[src/rtl/midi_voice_alloc.sv]
// MIDI voice allocator: decodes USB-MIDI event packets and maintains a
// polyphonic voice table (retrigger / free / oldest-steal) feeding the synth.
// Each accepted event takes NUM_VOICES scan cycles plus one commit cycle.
// VOICE_TRIG is registered: it is high in the cycle after the commit edge,
// aligned with the gate/note/velocity update it accompanies.
module midi_voice_alloc #(
  parameter int NUM_VOICES = 4,
  parameter int AGE_W      = 4
) (
  input  logic                    CLK,
  input  logic                    RESET_N,
  input  logic [3:0]              CHANNEL,
  input  logic                    OMNI,
  input  logic [31:0]             EVT_DATA,
  input  logic                    EVT_VALID,
  output logic                    EVT_READY,
  output logic [NUM_VOICES-1:0]   VOICE_GATE,
  output logic [7*NUM_VOICES-1:0] VOICE_NOTE,
  output logic [7*NUM_VOICES-1:0] VOICE_VEL,
  output logic [NUM_VOICES-1:0]   VOICE_TRIG,
  output logic [13:0]             PITCH_BEND,
  output logic                    SUSTAIN,
  output logic [7:0]              STEAL_CNT
);

  localparam int IDX_W = (NUM_VOICES > 1) ? $clog2(NUM_VOICES) : 1;
  localparam logic [IDX_W-1:0] LAST_IDX = IDX_W'(NUM_VOICES - 1);
  localparam logic [AGE_W-1:0] AGE_MAX  = '1;

  typedef enum logic [1:0] {IDLE, SCAN, COMMIT} state_t;
  state_t state, state_nxt;

  logic [IDX_W-1:0] idx;
  logic [27:0]      pkt;

  // Voice table
  logic [NUM_VOICES-1:0] gate, held, trig;
  logic [6:0]            note [NUM_VOICES];
  logic [6:0]            vel  [NUM_VOICES];
  logic [AGE_W-1:0]      age  [NUM_VOICES];

  // Scan results
  logic             match_found, free_found, old_found;
  logic [IDX_W-1:0] match_idx, free_idx, old_idx, tgt;
  logic [AGE_W-1:0] old_age;
  logic             steal;

  // Decode of the latched packet (cable number is not needed)
  logic [3:0] cin, typ, chn;
  logic [7:0] d1, d2;
  logic       chan_ok, is_on, is_off, is_cc, is_bend, sus_new;
  logic       unused_hdr;

  assign unused_hdr = ^EVT_DATA[31:28];
  assign cin     = pkt[27:24];
  assign typ     = pkt[23:20];
  assign chn     = pkt[19:16];
  assign d1      = pkt[15:8];
  assign d2      = pkt[7:0];
  assign chan_ok = OMNI || (chn == CHANNEL);
  assign is_on   = chan_ok && cin == 4'h9 && typ == 4'h9 && d2 != 8'd0;
  assign is_off  = chan_ok && ((cin == 4'h8 && typ == 4'h8) ||
                               (cin == 4'h9 && typ == 4'h9 && d2 == 8'd0));
  assign is_cc   = chan_ok && cin == 4'hB && typ == 4'hB;
  assign is_bend = chan_ok && cin == 4'hE && typ == 4'hE;
  assign sus_new = (d2 >= 8'd64);

  assign EVT_READY  = (state == IDLE);
  assign VOICE_GATE = gate;
  assign VOICE_TRIG = trig;

  for (genvar g = 0; g < NUM_VOICES; g++) begin : g_pack
    assign VOICE_NOTE[7*g +: 7] = note[g];
    assign VOICE_VEL[7*g +: 7]  = vel[g];
  end

  // FSM state register
  always_ff @(posedge CLK or negedge RESET_N) begin
    if (!RESET_N) state <= IDLE;
    else          state <= state_nxt;
  end

  // FSM next-state: accept, scan every voice once, commit
  always_comb begin
    state_nxt = state;
    case (state)
      IDLE:    if (EVT_VALID) state_nxt = SCAN;
      SCAN:    if (idx == LAST_IDX) state_nxt = COMMIT;
      COMMIT:  state_nxt = IDLE;
      default: state_nxt = IDLE;
    endcase
  end

  // Commit target: retrigger beats free voice beats steal of the oldest
  always_comb begin
    tgt   = old_idx;
    steal = 1'b0;
    if (match_found)     tgt = match_idx;
    else if (free_found) tgt = free_idx;
    else                 steal = 1'b1;
  end

  // Packet latch and per-voice scan, lowest index wins every tie
  always_ff @(posedge CLK or negedge RESET_N) begin
    if (!RESET_N) begin
      pkt         <= '0;
      idx         <= '0;
      match_found <= 1'b0;
      free_found  <= 1'b0;
      old_found   <= 1'b0;
      match_idx   <= '0;
      free_idx    <= '0;
      old_idx     <= '0;
      old_age     <= '0;
    end else if (state == IDLE && EVT_VALID) begin
      pkt         <= EVT_DATA[27:0];
      idx         <= '0;
      match_found <= 1'b0;
      free_found  <= 1'b0;
      old_found   <= 1'b0;
    end else if (state == SCAN) begin
      if (gate[idx] && note[idx] == d1[6:0] && !match_found) begin
        match_found <= 1'b1;
        match_idx   <= idx;
      end
      if (!gate[idx] && !free_found) begin
        free_found <= 1'b1;
        free_idx   <= idx;
      end
      if (gate[idx] && (!old_found || age[idx] > old_age)) begin
        old_found <= 1'b1;
        old_idx   <= idx;
        old_age   <= age[idx];
      end
      idx <= idx + 1'b1;
    end
  end

  // Voice table and controller state update on COMMIT
  always_ff @(posedge CLK or negedge RESET_N) begin
    if (!RESET_N) begin
      gate       <= '0;
      held       <= '0;
      trig       <= '0;
      SUSTAIN    <= 1'b0;
      STEAL_CNT  <= '0;
      PITCH_BEND <= 14'h2000;
      for (int v = 0; v < NUM_VOICES; v++) begin
        note[v] <= '0;
        vel[v]  <= '0;
        age[v]  <= '0;
      end
    end else begin
      trig <= '0;
      if (state == COMMIT) begin
        if (is_on) begin
          for (int v = 0; v < NUM_VOICES; v++) begin
            if (IDX_W'(v) == tgt) begin
              gate[v] <= 1'b1;
              held[v] <= 1'b0;
              note[v] <= d1[6:0];
              vel[v]  <= d2[6:0];
              age[v]  <= '0;
              trig[v] <= 1'b1;
            end else if (gate[v] && age[v] != AGE_MAX) begin
              age[v] <= age[v] + 1'b1;
            end
          end
          if (steal && STEAL_CNT != 8'hFF) STEAL_CNT <= STEAL_CNT + 1'b1;
        end else if (is_off) begin
          if (match_found) begin
            if (SUSTAIN) held[match_idx] <= 1'b1;
            else         gate[match_idx] <= 1'b0;
          end
        end else if (is_cc) begin
          if (d1 == 8'd64) begin
            SUSTAIN <= sus_new;
            if (SUSTAIN && !sus_new) begin
              gate <= gate & ~held;
              held <= '0;
            end
          end else if (d1 == 8'd123) begin
            gate <= '0;
            held <= '0;
          end
        end else if (is_bend) begin
          PITCH_BEND <= {d2[6:0], d1[6:0]};
        end
      end
    end
  end

endmodule

[config.mk]
export PLATFORM = sky130hd
export DESIGN_NAME = midi_voice_alloc
export DESIGN_NICKNAME = d
export VERILOG_FILES = /design/src/rtl/midi_voice_alloc.sv
export SDC_FILE = /design/constraint.sdc
export NUM_CORES = 1
export LEC_CHECK = 0
export ABC_AREA = 1
export CAP_MARGIN = 20
export CORE_UTILIZATION = 45
export CTS_BUF_LIST = sky130_fd_sc_hd__clkbuf_4 sky130_fd_sc_hd__clkbuf_8
export CTS_CLUSTER_SIZE = 14
export DETAILED_ROUTE_END_ITERATION = 8
export PLACE_DENSITY = 0.79
export SETUP_SLACK_MARGIN = 0.1
export SYNTH_ARGS = -nofsm -noshare
export SYNTH_HDL_FRONTEND = slang
export SYNTH_SLANG_ARGS = --single-unit
[constraint.sdc]
create_clock -name CLK -period 2.5 [get_ports CLK]
set_clock_uncertainty 0.15 [all_clocks]
set_input_delay 0.375 -clock CLK [delete_from_list [all_inputs] [get_ports CLK]]
set_output_delay 0.375 -clock CLK [all_outputs]
set_load 0.01 [all_outputs]
[After elaboration in Yosys (flattened, before gate mapping)]
Cells that the tools add are included.
Storage, ports and cells
  bits in latches: 0
  memories: 0
  output and inout bits: 88
  register bits after elaboration: 152
  memory bits (writable): 0
  memory bits (read-only): 0
  word-level logic and storage cells: 225
Operators by class
  multiply operators: 0
  reductions and logical operators: 71
  shifts and indexed selects: 0
  multiplexer cells: 65
  $lt $le $gt $ge: 6
  divide/modulo/power cells: 0
  equal/unequal tests: 33
  bitwise gates (word level): 10
  add/subtract/negate cells: 6
Operators by type and width (count)
  4-bit two-way mux: 27
  7-bit AND reduction: 8
  3-bit AND reduction: 12
  4-bit equality test, second input constant: 8
  1-bit two-way mux: 25
  1-bit logical AND: 23
  4-bit by 1-bit adder with 4-bit output, second input constant: 4
  8-bit by 7-bit equality test with 1-bit output, second input constant: 2
  4-bit != test, second input constant: 4
  2-bit nonzero test: 8
  7-bit binary-select mux with 2-bit select: 1
  7-bit two-way mux: 2
  2-bit two-way mux: 6
  5-bit AND reduction: 2
  3-bit != test, second input constant: 3
  8-bit by 1-bit adder with 8-bit output, second input constant: 1
  4-bit AND: 2
  4-bit binary-select mux with 2-bit select: 1
  8-bit by 7-bit >= comparator with 1-bit output, second input constant: 1
  8-bit zero test: 1
  2-bit by 1-bit != test with 1-bit output, second input constant: 4
  8-bit != test, second input constant: 1
  4-bit inverter: 2
  2-bit AND reduction: 4
  25 further kinds: 39

[Depth between registers and ports, before layout]
  depth after elaboration: 10
  mapped depth: 16
  gate-level depth less buffers: 14

[Worst setup path after synthesis]
No wires, ideal clock.
  path kind: register -> register
  start point: reg idx[0]
  end point: reg old_idx[0]
  data arrival time: 2.376 ns
  stages on the path, launching flop included: 14
  path slack: -0.162 ns
  setup time: 0.135 ns
  cells stage by stage: dfrtp_1 -> buf_4 -> clkinv_1 -> buf_2 -> clkbuf_1 -> o21ai_0 -> o22ai_1 -> ha_1 -> a21oi_1 -> nor2_1 -> o32ai_1 -> nand2_1 -> nand2_1 -> o21ai_0
On the way
  cells in the longest elaborated chain, start to end: 8
Ends and longest elaborated chain
  from (decl): RTL line 33  | logic [IDX_W-1:0] idx;
  from (signal assigned): RTL line 135  | idx <= idx + 1'b1;
  2-bit inverter with 3-bit output (not written as such): RTL line 130  | if (gate[idx] && (!old_found || age[idx] > old_age)) begin
  4-bit binary-select mux with 2-bit select: RTL line 130
  4-bit two-way mux (not written as such) (2 in a row): RTL line 130
  4-bit greater-than comparator: RTL line 130
  1-bit logical OR: RTL line 130
  1-bit logical AND: RTL line 130
  3-bit AND reduction (no source line)
  to (signal assigned): RTL line 132  | old_idx <= idx;
  to (decl): RTL line 44  | logic [IDX_W-1:0] match_idx, free_idx, old_idx, tgt;
Several ways; a longest one is shown, not always the timed one. The select of a mux whose other input is x is not followed.
A chain may end at the register's enable or synchronous reset.

[Final worst setup path]
  start point: reg idx[0]
  end point: reg old_age[1]
On the way
  cells in the longest elaborated chain, start to end: 8
Ends and longest elaborated chain
  2-bit inverter with 3-bit output (not written as such): RTL line 130, 133
  4-bit binary-select mux with 2-bit select: RTL line 130, 133
  4-bit two-way mux (not written as such) (2 in a row): RTL line 130, 133
  4-bit greater-than comparator: RTL line 130
  1-bit logical OR: RTL line 130
  1-bit logical AND: RTL line 130
  3-bit AND reduction (no source line)
  to (signal assigned): RTL line 133  | old_age <= age[idx];
  to (decl): RTL line 45  | logic [AGE_W-1:0] old_age;
Several ways; a longest one is shown, not always the timed one. The select of a mux whose other input is x is not followed.

==> flow_metrics.env <==
export IMPL_status="complete, no violations"
export IMPL_firstDrtPassIters=5
export IMPL_synth_top_area_frac=0.525
export IMPL_layout_commonest_cell="nand2_1"
export IMPL_grt_max_degree=54
export IMPL_p_comb_frac=0.333
export IMPL_die_h_um=128
export IMPL_grt_pass1_vias=6305
export IMPL_io_buffers=123
export IMPL_ios=128
export IMPL_synthesis_area_um2=7200
export IMPL_setup_viol=0
export IMPL_core_area_um2=15400
export IMPL_drive_gt1_frac=0.0863
export IMPL_synth_seq_cells=152
export IMPL_seqPwrFrac=0.415
export IMPL_reg2regPathDepth=11
export IMPL_dieArea_um2=16500
export IMPL_path_common_cell="buf_4"
export IMPL_reg2reg_slack_ps=230
export IMPL_pwr_share_clk=0.252
export IMPL_fp_row_count=45
export IMPL_p_leak_uw=0.00440
export IMPL_drc=0
export IMPL_antenna_found_initial=0
export IMPL_slew_headroom=0.662
export IMPL_tightest_slew_ps=506
export IMPL_min_period_over_period=0.908
export IMPL_grt_pass1_wl_um=31000
export IMPL_switching_share=0.390
export IMPL_post_route_util=0.605
export IMPL_p_int_uw=4490
export IMPL_dpl_instance_area_um2=8870
export IMPL_ys_flop_type="dfrtp_1"
export IMPL_met3_length_um=1610
export IMPL_tns_ps=0
export IMPL_dp_cells=1241
export IMPL_crit_type="reg2reg"
export IMPL_numCtsBuffers=17
export IMPL_postSynthCellCount=904
export IMPL_htreeDepth=4
export IMPL_cp_start_kind="flip-flop"
export IMPL_ant_nets=0
export IMPL_crit_end="old_age[1]$_DFFE_PN0P_"
export IMPL_clock_sinks=152
export IMPL_tritoncts="yes"
export IMPL_grt_util_all_layers=0.242
export IMPL_viasPerCell=5.14
export IMPL_min_path_type="in2async"
export IMPL_slowest_delay_ps=430
export IMPL_cp_arrival_ps=2460
export IMPL_period_minus_slack_ps=2270
export IMPL_hold_violations=0
export IMPL_path_max_fanout=7
export IMPL_grt_setup_unrepaired="false"
export IMPL_crit_buf_inv=2
export IMPL_area_delta_synth_final_pct=29.7
export IMPL_cts_clk_slew_worst_paths_ps=80
export IMPL_ys_types=32
export IMPL_routed_wl_um=18800
export IMPL_synth_edf_count=0
export IMPL_cts_buffer_depth=2
export IMPL_routed_wl_met2_um=9010
export IMPL_place_congestion=0.857
export IMPL_fmax_ghz=0.441
export IMPL_vdd_drop_max_uv=572
export IMPL_startpoint="idx[0]$_DFFE_PN0P_"
export IMPL_die_x_um=128
export IMPL_clk_latency_ps=450
export IMPL_topRoutingLayerUsed="met4"
export IMPL_crit_required_ps=2690
export IMPL_worst_path_max_delay_cell="dfrtp_1"
export IMPL_power_per_cell_area_nw_per_um2=789
export IMPL_r2r_end="old_age[1]$_DFFE_PN0P_"
export IMPL_yosysWarningCount=0
export IMPL_p_sw_uw=2870
export IMPL_final_area_um2=9330
export IMPL_post_drt_wl_per_cell_um=14.8
export IMPL_fin_cells=1277
export IMPL_cts_root_buf="clkbuf_8"
export IMPL_fin_nets=1104
export IMPL_synthArstFlopShare=1.00
export IMPL_path_cells="buf_4 > o21ai_2 > o22ai_2 > ha_1 > a21oi_1 > nor2_1 > o32ai_2 > nand2_2 > buf_4 > nand3_1 > nand2_1"
export IMPL_seq_area_frac_synth=0.529
export IMPL_grt_ovfl_total=0
export IMPL_post_dp_hpwl_um=13600
export IMPL_endpoint_kind="flip-flop"
export IMPL_crit_reg2reg_launch="idx[0]$_DFFE_PN0P_"
export IMPL_yosysTopAreaCell="dfrtp_1"
export IMPL_synth_nets=954
export IMPL_synth_area_leaders="dfrtp_1, nand2_1, o21ai_0"
export IMPL_cap_violations=0
export IMPL_worst_path_stages=11
export IMPL_cp_top_family="compound AO/OA/AOI/OAI gates"
export IMPL_drtIter0Drc=362
export IMPL_drv_slew=0
export IMPL_power_total_uw=7360
export IMPL_wl_met1_um=7840
export IMPL_vias=6565
export IMPL_avgSynthCellArea_um2=7.96
export IMPL_start_util=0.467
export IMPL_n_antenna_cell=0
export IMPL_final_cell_mix="nand2_1, dfrtp_1, clkdlybuf4s50_1"
export IMPL_n_fill_cell=1376
worst reg2reg max path, delay by kind of cell, from the launching register on:
kind | cells | cell delay [ps]
compound gates | 4 | 610
fa+ha+maj | 1 | 310
buf+inv | 2 | 340
flops | 1 | 430
simple gates | 4 | 320
synth_stat cells (2+ instances only):
master and n:
a21oi_1 15, buf_2 3, buf_4 3, buf_6 2, clkbuf_1 20, clkinv_1 2
dfrtp_1 151, ha_1 10, inv_1 74, inv_2 4, nand2_1 294, nand2_2 4
nand3_1 60, nand3b_1 2, nand4_1 14, nor2_1 84, nor2_4 5, nor3_1 13
o21ai_0 99, o21ai_1 23, o22ai_1 2, o31ai_1 3, xnor2_1 3, xor2_1 6
layout make-up:
type | instances | area, um^2 | area share
Tap cell | 211 | 264 | 0.0283
Sequential cell | 152 | 3800 | 0.408
Inverter | 80 | 305 | 0.0327
Clock buffer | 20 | 275 | 0.0295
Multi-Input combinational cell | 645 | 3000 | 0.321
Clock inverter | 11 | 111 | 0.0119
Timing Repair Buffer | 158 | 1570 | 0.169
power by group through the flow:
stage | Sequential (uW) | Combinational, uW | Clock, uW
final | 3060 | 2450 | 1850
after global routing | 3100 | 2760 | 1980
after CTS | 3050 | 2320 | 1880
after detailed placement | 3100 | 2310 | 0
after global placement | 3080 | 2240 | 0
after floorplan | 3020 | 1560 | 0
metal layers:
layer	track usage	up-vias
li1	-	3228
met1	0.301	3091
met2	0.393	217
met3	0.0894	29
met4	0.0761	0
met5	0	-
logic make-up (layout without fill, tap and decap cells):
group                    count (synthesis)  after routing  share of synthesized area
AO/OA/AOI/OAI                          145            145                      0.104
XOR/XNOR                                 9              9                     0.0110
adder cells (fa/ha/maj)                 10             10                     0.0174
buffers and inverters                  108            269                     0.0605
flip-flops                             152            152                      0.529
AND/OR/NAND/NOR                        480            481                      0.279
per-stage QoR:
stage                     hold slack (ps)  setup WS, ps
after global placement                190          53.8
after detailed placement              189          27.3
after floorplan                     -70.6           110
after CTS                             275           122
final                                 273           230
after global routing                  299          89.6
worst min path at each step:
stage,cells past startpoint,start,to,slack [ps]
6_report,2,RESET_N,STEAL_CNT[4]$_DFFE_PN0P_,270
5_1_grt,2,RESET_N,STEAL_CNT[2]$_DFFE_PN0P_,300
4_1_cts,2,RESET_N,STEAL_CNT[2]$_DFFE_PN0P_,270
3_5_place_dp,1,RESET_N,STEAL_CNT[2]$_DFFE_PN0P_,190
3_3_place_gp,1,RESET_N,STEAL_CNT[2]$_DFFE_PN0P_,190
2_1_floorplan,0,RESET_N,PITCH_BEND[0]$_DFFE_PN0P_,-70
state kept, by name, indices dropped and copies added, names as in the netlist, 2 cells and up:
name	count
match_idx	2
VOICE_NOTE	28
age	16
VOICE_GATE	4
VOICE_TRIG	4
old_age	4
held	4
pkt	28
VOICE_VEL	28
PITCH_BEND	14
state	2
free_idx	2
idx	2
STEAL_CNT	8
old_idx	2
repair_timing:
action,4_1_cts,5_1_grt
hold endpoints to repair,41,0
hold buffers,1,0
setup buffers,0,3
setup endpoints to repair,0,7
resized for setup,0,10
Note: power is estimated with default switching activity, not from simulation.
